**config.mk**
```make
export PLATFORM = sky130hd
export DESIGN_NAME = ramp_control
export DESIGN_NICKNAME = d
export VERILOG_FILES = /design/src/rtl/ramp_control.sv
export SDC_FILE = /design/constraint.sdc
export NUM_CORES = 1
export LEC_CHECK = 0
export CAP_MARGIN = 20
export CORE_ASPECT_RATIO = 2
export CORE_UTILIZATION = 35
export DETAILED_ROUTE_END_ITERATION = 16
export GPL_TIMING_DRIVEN = 0
export PLACE_DENSITY = 0.51
export SLEW_MARGIN = 0
export SYNTH_ARGS = -nofsm -noshare
export SYNTH_HDL_FRONTEND = slang
export SYNTH_SLANG_ARGS = --single-unit
```
**constraint.sdc**
```tcl
create_clock -name clk -period 6.5 [get_ports clk]
set_clock_uncertainty 0.1 [all_clocks]
set_input_delay 1.625 -clock clk [delete_from_list [all_inputs] [get_ports clk]]
set_output_delay 1.625 -clock clk [all_outputs]
set_load 0.02 [all_outputs]
```
**src/rtl/ramp_control.sv**
```systemverilog
// rtl/ramp_control.sv - target-tracking ramp counter with approach/triangle/sawtooth/hold modes
//
// Purpose: moves value toward a loaded target by step_r per tick. A tick fires
// every div_r+1 enabled cycles. All arithmetic is done one bit wider than WIDTH
// and then clamped, so value never wraps.
//
// Ports:
//   clk, rst        clock, synchronous active-high reset
//   load            capture target/step/mode/div, clear value, prescaler and dir
//   retarget        capture target only; dir follows the new target
//   target, step    endpoint and increment (step 0 is treated as 1)
//   mode            00 approach, 01 triangle, 10 sawtooth, 11 hold
//   div             tick divider
//   en              tick enable; low freezes prescaler and value
//   value           current count
//   busy            block still moving
//   done            one-cycle pulse when a tick lands value on target
//   dir             0 up, 1 down
module ramp_control #(
  parameter int WIDTH = 8,
  parameter int DIV_W = 4
) (
  input  logic             clk,
  input  logic             rst,
  input  logic             load,
  input  logic             retarget,
  input  logic [WIDTH-1:0] target,
  input  logic [WIDTH-1:0] step,
  input  logic [1:0]       mode,
  input  logic [DIV_W-1:0] div,
  input  logic             en,
  output logic [WIDTH-1:0] value,
  output logic             busy,
  output logic             done,
  output logic             dir
);

  localparam logic [1:0] MODE_APPROACH = 2'b00;
  localparam logic [1:0] MODE_TRIANGLE = 2'b01;
  localparam logic [1:0] MODE_SAWTOOTH = 2'b10;

  logic [WIDTH-1:0] target_r;
  logic [WIDTH-1:0] step_r;
  logic [1:0]       mode_r;
  logic [DIV_W-1:0] div_r;
  logic [DIV_W-1:0] pc;

  logic             tick;
  logic [WIDTH:0]   sum;
  logic [WIDTH:0]   diff;
  logic [WIDTH-1:0] up_to_target;
  logic [WIDTH-1:0] down_to_target;
  logic [WIDTH-1:0] down_to_zero;
  logic [WIDTH-1:0] tick_value;
  logic             tick_dir;
  logic             hits_target;

  always_comb begin
    tick = en && (pc == div_r);

    // Widened add/sub: sum[WIDTH] is the carry, diff[WIDTH] the borrow.
    sum  = {1'b0, value} + {1'b0, step_r};
    diff = {1'b0, value} - {1'b0, step_r};

    up_to_target   = (sum > {1'b0, target_r}) ? target_r : sum[WIDTH-1:0];
    down_to_target = (diff[WIDTH] || (diff[WIDTH-1:0] < target_r)) ? target_r : diff[WIDTH-1:0];
    down_to_zero   = diff[WIDTH] ? '0 : diff[WIDTH-1:0];

    tick_value = value;
    tick_dir   = dir;
    case (mode_r)
      MODE_APPROACH: begin
        if (value < target_r) begin
          tick_value = up_to_target;
          tick_dir   = 1'b0;
        end else if (value > target_r) begin
          tick_value = down_to_target;
          tick_dir   = 1'b1;
        end
      end
      MODE_TRIANGLE: begin
        // A zero target collapses the sweep; leave everything where it is.
        if (target_r != '0) begin
          if (!dir) begin
            tick_value = up_to_target;
            if (up_to_target == target_r) tick_dir = 1'b1;
          end else begin
            tick_value = down_to_zero;
            if (down_to_zero == '0) tick_dir = 1'b0;
          end
        end
      end
      MODE_SAWTOOTH: begin
        tick_dir = 1'b0;
        if (value >= target_r) tick_value = '0;
        else                   tick_value = up_to_target;
      end
      default: begin
      end
    endcase

    // done only for a tick that actually moves value onto a nonzero target.
    hits_target = (tick_value != value) && (tick_value == target_r) && (target_r != '0);
  end

  always_comb begin
    busy = 1'b0;
    case (mode_r)
      MODE_APPROACH: busy = (value != target_r);
      MODE_TRIANGLE: busy = (target_r != '0);
      MODE_SAWTOOTH: busy = (target_r != '0);
      default:       busy = 1'b0;
    endcase
  end

  always_ff @(posedge clk) begin
    if (rst) begin
      value    <= '0;
      target_r <= '0;
      step_r   <= WIDTH'(1);
      mode_r   <= MODE_APPROACH;
      div_r    <= '0;
      pc       <= '0;
      dir      <= 1'b0;
      done     <= 1'b0;
    end else if (load) begin
      target_r <= target;
      step_r   <= (step == '0) ? WIDTH'(1) : step;
      mode_r   <= mode;
      div_r    <= div;
      value    <= '0;
      pc       <= '0;
      dir      <= 1'b0;
      done     <= 1'b0;
    end else if (retarget) begin
      target_r <= target;
      dir      <= (value > target);
      done     <= 1'b0;
    end else begin
      done <= tick && hits_target;
      if (tick) begin
        pc    <= '0;
        value <= tick_value;
        dir   <= tick_dir;
      end else if (en) begin
        pc <= pc + DIV_W'(1);
      end
    end
  end

endmodule

```
== Word-level counts from Yosys, hierarchy flattened ==
Cells that the tools add are included.
Storage, ports and cells
  register bits: 36
  input port bits: 27
  output and inout port bits: 11
  word-level logic and storage cells: 70
Operators by class
  add/sub/neg operators: 3
  magnitude comparators: 6
  eq/ne operators: 9
  mux-type cells: 24
  bitwise gates (word level): 1
  reductions and logical operators: 19
Operators with widths (number)
  $mux W8: 11
  $pmux W8 S3: 1
  $eq A8 B8 Y1: 2
  $gt A8 B8 Y1: 2
  $logic_not A8 Y1: 2
  $lt A8 B8 Y1: 2
  $ne A8 B8 Y1: 2
  $add A8 B8 Y9: 1
  $gt A9 B8 Y1: 1
  $sub A8 B8 Y9: 1
  $ge A8 B8 Y1: 1
  $mux W1: 8
  $mux W4: 2
  $reduce_bool A8 Y1: 1
  $reduce_bool A2 Y1: 3
  $add A4 B1 Y4 const B: 1
  $eq A4 B4 Y1: 1
  $logic_and A1 B1 Y1: 4
  $ne A4 B4 Y1 const B: 1
  $reduce_and A2 Y1: 2
  $reduce_and A4 Y1: 1
  $reduce_bool A4 Y1: 1
  $reduce_or A2 Y1: 2
  $ne A3 B3 Y1 const B: 1
  other kinds (8): 8

== Logic depth before layout (Yosys ltp) ==
  word-level depth: 11
  gate-level depth with buffers: 19
  depth with buffers taken out: 18

== Least setup slack after synthesis ==
No wires, ideal clock.
  path type: flip-flop to flip-flop
  start point: register value[1]
  end point: register done
  setup time: 0.116 ns
  arrival time: 4.672 ns
  setup slack: 1.612 ns
  cell stages (with the launch flop): 17
  cells stage by stage: dfxtp_1 -> inv_1 -> fa_1 -> or2_1 -> a211o_1 -> a311oi_2 -> ha_1 -> a2111oi_0 -> o21ai_1 -> o211a_1 -> nor3_2 -> a22oi_1 -> a2111oi_4 -> mux2_1 -> nand4_1 -> nor4_2 -> o211a_1
On the way
  longest elaborated chain between the ends: 11
  elaborated cells between the ends (all ways): 22
  classes of those cells: add/sub (2); order compare (5); eq/ne (2); mux (9); reduce/logical (4)
Ends and longest elaborated chain
  from (decl): RTL line 32  | output logic [WIDTH-1:0] value,
  from (signal assigned): RTL line 143  | value <= tick_value;
  $sub A8 B8 Y9: RTL line 63  | diff = {1'b0, value} - {1'b0, step_r};
  $lt A8 B8 Y1: RTL line 66  | down_to_target = (diff[WIDTH] || (diff[WIDTH-1:0] < target_r)) ? target_r : diff[WIDTH-1:0];
  $logic_or A1 B1 Y1: RTL line 66
  $mux W8: RTL line 66
  $mux W8: RTL line 76  | end else if (value > target_r) begin
  $mux W8: RTL line 73  | if (value < target_r) begin
  $pmux W8 S3: RTL line 71  | case (mode_r)
  $ne A8 B8 Y1 or $eq A8 B8 Y1 (tied branches): RTL line 103  | hits_target = (tick_value != value) && (tick_value == target_r) && (target_r != '0);
  $logic_and A1 B1 Y1 * (2 in series): RTL line 103
  $logic_and A1 B1 Y1 *: RTL line 140  | done <= tick && hits_target;
  to (signal assigned): RTL line 140
  to (decl): RTL line 34  | output logic done,
Mark *: on every way between the ends. The rest lies on a longest branch, timed or not.
A chain may end at the register's enable or synchronous reset.

== Final worst setup path ==
  start point: register value[0]
  end point: register done
The elaborated chain is that of the path after synthesis.

==> summary.md <==
| Metric | Value |
|---|---|
| Setup TNS | 0 ns |
| Root buffer cell | clkbuf_16 |
| Area Overhead vs Synth | 16.3% |
| Syn nets | 677 |
| IO Pins | 38 |
| Cells after Synth | 596 |
| Clock sink count | 36 |
| Synth warn | 0 |
| Die area | 13100 um2 |
| Initial drt markers | 377 |
| Nets | about 720 |
| Setup Crit Path Kind | flop to flop |
| CTS Hold Buffers Added | 0 |
| Data arrival time of the worst path | 6.37 ns |
| R2r setup slk | 0.26 ns |
| Number of global-route vias before repair | 4942 |
| Hold WC Path Type | flop to flop |
| Mean Syn Cell Area | 7.42 um2 |
| Crit path cell chain | clkbuf_1, inv_1, ha_1, nor2b_1, o2111ai_1, a311oi_1, nor2_1, xnor2_1, ha_1, nor2_1, or3_1, o22ai_1, nand3_1, a311oi_1, a2111oi_4, mux2_1, nand4_1, nor4_2, o211a_1 |
| Core Region | 12200 um2 |
| Finish-stage setup viols | 0 |
| TritonCTS clock tree | built |
| PwrDens | 202 nW/um2 |
| Flops & latches, synth | 36 |
| Share of cells above drive strength 1 | 4.98% |
| RD Place Congestion | 1.03 |
| Most frequent cells in the layout | 62 x nor2_1, 52 x ha_1, 47 x o21ai_0 |
| Crit path max-delay cell type | o22ai_1 |
| GRT Overall Usage | 31.0% |
| Largest area contributor in the netlist | dfxtp_1 |
| Vias | approximately 5000 |
| Beginning of the critical path | value[0] |
| Crit Path Max Fanout | 8 |
| Sequential-to-total area share from yosys stat | between 10% and 20% |
| Most common cell after layout, fill and taps aside | nor2_1 |
| Gr ovfl total | 0 |
| Worst Tran Pin Value | ~0.86 ns |
| Pin count of the biggest net entering global routing | 14 |
| Placed instance count | 779 |
| Minimum clock period | 6.24 ns |
| Final Routed Wirelength | around 19000 um |
| Tot Pwr | roughly 1.0 mW |
| Number of fillers in the final layout | approximately 1300 |
| Setup crit start kind | flop |
| F_max | 0.160 GHz |
| DR pass1 iterations | 7 |
| Post-DP HPWL | between 15000 and 20000 um |
| Routed vias/inst | ~6.4 |
| Clk slew on worst S/H paths | 0.06 ns |
| Slew HR | 42.5% |
| Pre-CTS setup slack | 0.258 ns |
| EDFF count, synth | 0 |
| Crit path to | done |
| # rows | 57 |
| Diode count | 0 |
| Antenna violations before repair | 0 |
| FF-to-FF Start | value[0] |
| Initial Util | 36.3% |
| Top cells by area, synth | dfxtp_1 16%, ha_1 15%, o21ai_0 5.3% |
| Die X | roughly 80 um |
| Critical path required time | 6.63 ns |
| Crit path depth | 19 |
| RSZ-0062 raised after global routing | no |
| Ys async rst share | 0% |
| CTS Buffer Depth | 2 |
| Worst VDD drop | 0.169 mV |
| Drt wl/cell | 24.5 um |
| Maxcap violations | 0 |
| H-tree levels | 2 |
| Final hold vios | 0 |
| Synth Flop Type | dfxtp_1 |
| Post-synth top area share | 16.3% |
| Crit path buffers/inverters | 2 |
| Clk_lat worst skew | 0.29 ns |
| DR DRC count | 0 |
| Cell variety after synth | 73 |
| Routed Antenna Nets | 0 |
| Synth Cell Area | 4420 um2 |
| Worst Slack Setup Final | 0.261 ns |
| I/O Buffers | 36 |
| Status | complete, no violations |
| R2R depth | 19 |
| First-pass GRT wire length | approximately 29000 um |
| CP endpoint kind | flop |
| FF-to-FF End | done |
| Worst path max stage delay | 0.65 ns |
| Max Slew Vio Count | 0 |
| Leakage | between 2 and 2.5 nW |
| Crit share post-route | a little over nine tenths |
| DIE HEIGHT | 161 um |
| CTS Buf Count | 5 |
| Layout Cells excl Fill | 789 |
| Largest delay share family, worst path | compound AO/OA/AOI/OAI gates |
## cell usage after synthesis, types with 10 or more instances
master and number:
nand2_1 42, nand3_1 16, xnor2_1 14, dfxtp_1 36, a21oi_1 38, clkbuf_1 21, inv_1 43, nand2b_1 10
o21ai_0 47, nand4_1 14, a31oi_1 10, nor2_1 62, mux2i_1 14, ha_1 52, nor3_1 12
## stage by stage
stage | area, um2 | hold slack, ns | utilization (%)
6_report | 5140 | 0.402 | 42.2
2_1_floorplan | 4420 | 0.371 | -
5_1_grt | 5140 | 0.460 | 42.2
3_5_place_dp | 4970 | 0.399 | 40.7
4_1_cts | 5130 | 0.408 | 42.1
3_3_place_gp | 4970 | 0.392 | 40.7
## flip-flops by register name, indices dropped and copies added (netlist names)
signal / cells
dir: 1
div_r: 4
done: 1
mode_r: 2
pc: 4
step_r: 8
target_r: 8
value: 8
## per-layer routing
layer | global-route usage, % | vias to the layer above | wire length (um) | part of all wire, %
li1 | - | 2324 | - | -
met1 | 31.8 | 2385 | 6860 | 36
met2 | 53.6 | 214 | 9630 | 50
met3 | 5.34 | 89 | 1050 | 5.4
met4 | 23.9 | 0 | 1780 | 9.2
met5 | 0 | - | 0 | 0
## where the power goes
group          switching, mW  internal, mW
clock                 0.0956         0.180
sequential            0.0207         0.231
combinational          0.324         0.186
## cell type report
| cell class | count | area (um2) | area share (%) |
|---|---|---|---|
| multi-input cells | 489 | 3410 | 66.3 |
| plain buffers | 28 | 130 | 2.53 |
| well taps | 147 | 184 | 3.58 |
| inverters | 43 | 161 | 3.14 |
| clock inverters | 2 | 35.0 | 0.681 |
| repair buffers | 38 | 373 | 7.25 |
| flip-flops and latches | 36 | 722 | 14.0 |
| clock buffers | 6 | 129 | 2.51 |
## worst register-to-register path: cells and delay by family, from the launching register on
kind | cells | cell delay (ns)
multiplexers | 1 | 0.25
buffers and inverters | 2 | 0.72
flip-flops | 1 | 0.53
AND/OR/NAND/NOR | 7 | 1.24
XOR/XNOR | 1 | 0.60
adder cells (fa/ha/maj) | 2 | 0.63
AO/OA/AOI/OAI | 6 | 2.12
## worst min path at each step
stage	startpoint	end	slack, ns	cells past startpoint
detailed placement	pc[1]	pc[1]	0.40	2
global placement	pc[1]	pc[1]	0.39	2
floorplan	pc[1]	pc[1]	0.37	2
global route	pc[1]	pc[1]	0.46	2
finish	pc[1]	pc[1]	0.40	2
CTS	pc[1]	pc[1]	0.41	2
## kinds of logic (layout without fill, tap and decap cells)
family,after synthesis,in the layout,share of synthesized area [%]
flip-flops,36,36,16.3
XOR/XNOR,23,23,4.56
adder cells (fa/ha/maj),54,54,15.6
multiplexers,17,17,3.93
buffers and inverters,71,117,6.59
AO/OA/AOI/OAI,199,199,31.2
AND/OR/NAND/NOR,196,196,21.8
## what timing repair did
item                       CTS  global route
gates resized for setup      0             1
setup buffers                0             1
setup endpoints to repair    0             2
Note: power is estimated with default switching activity, not from simulation.
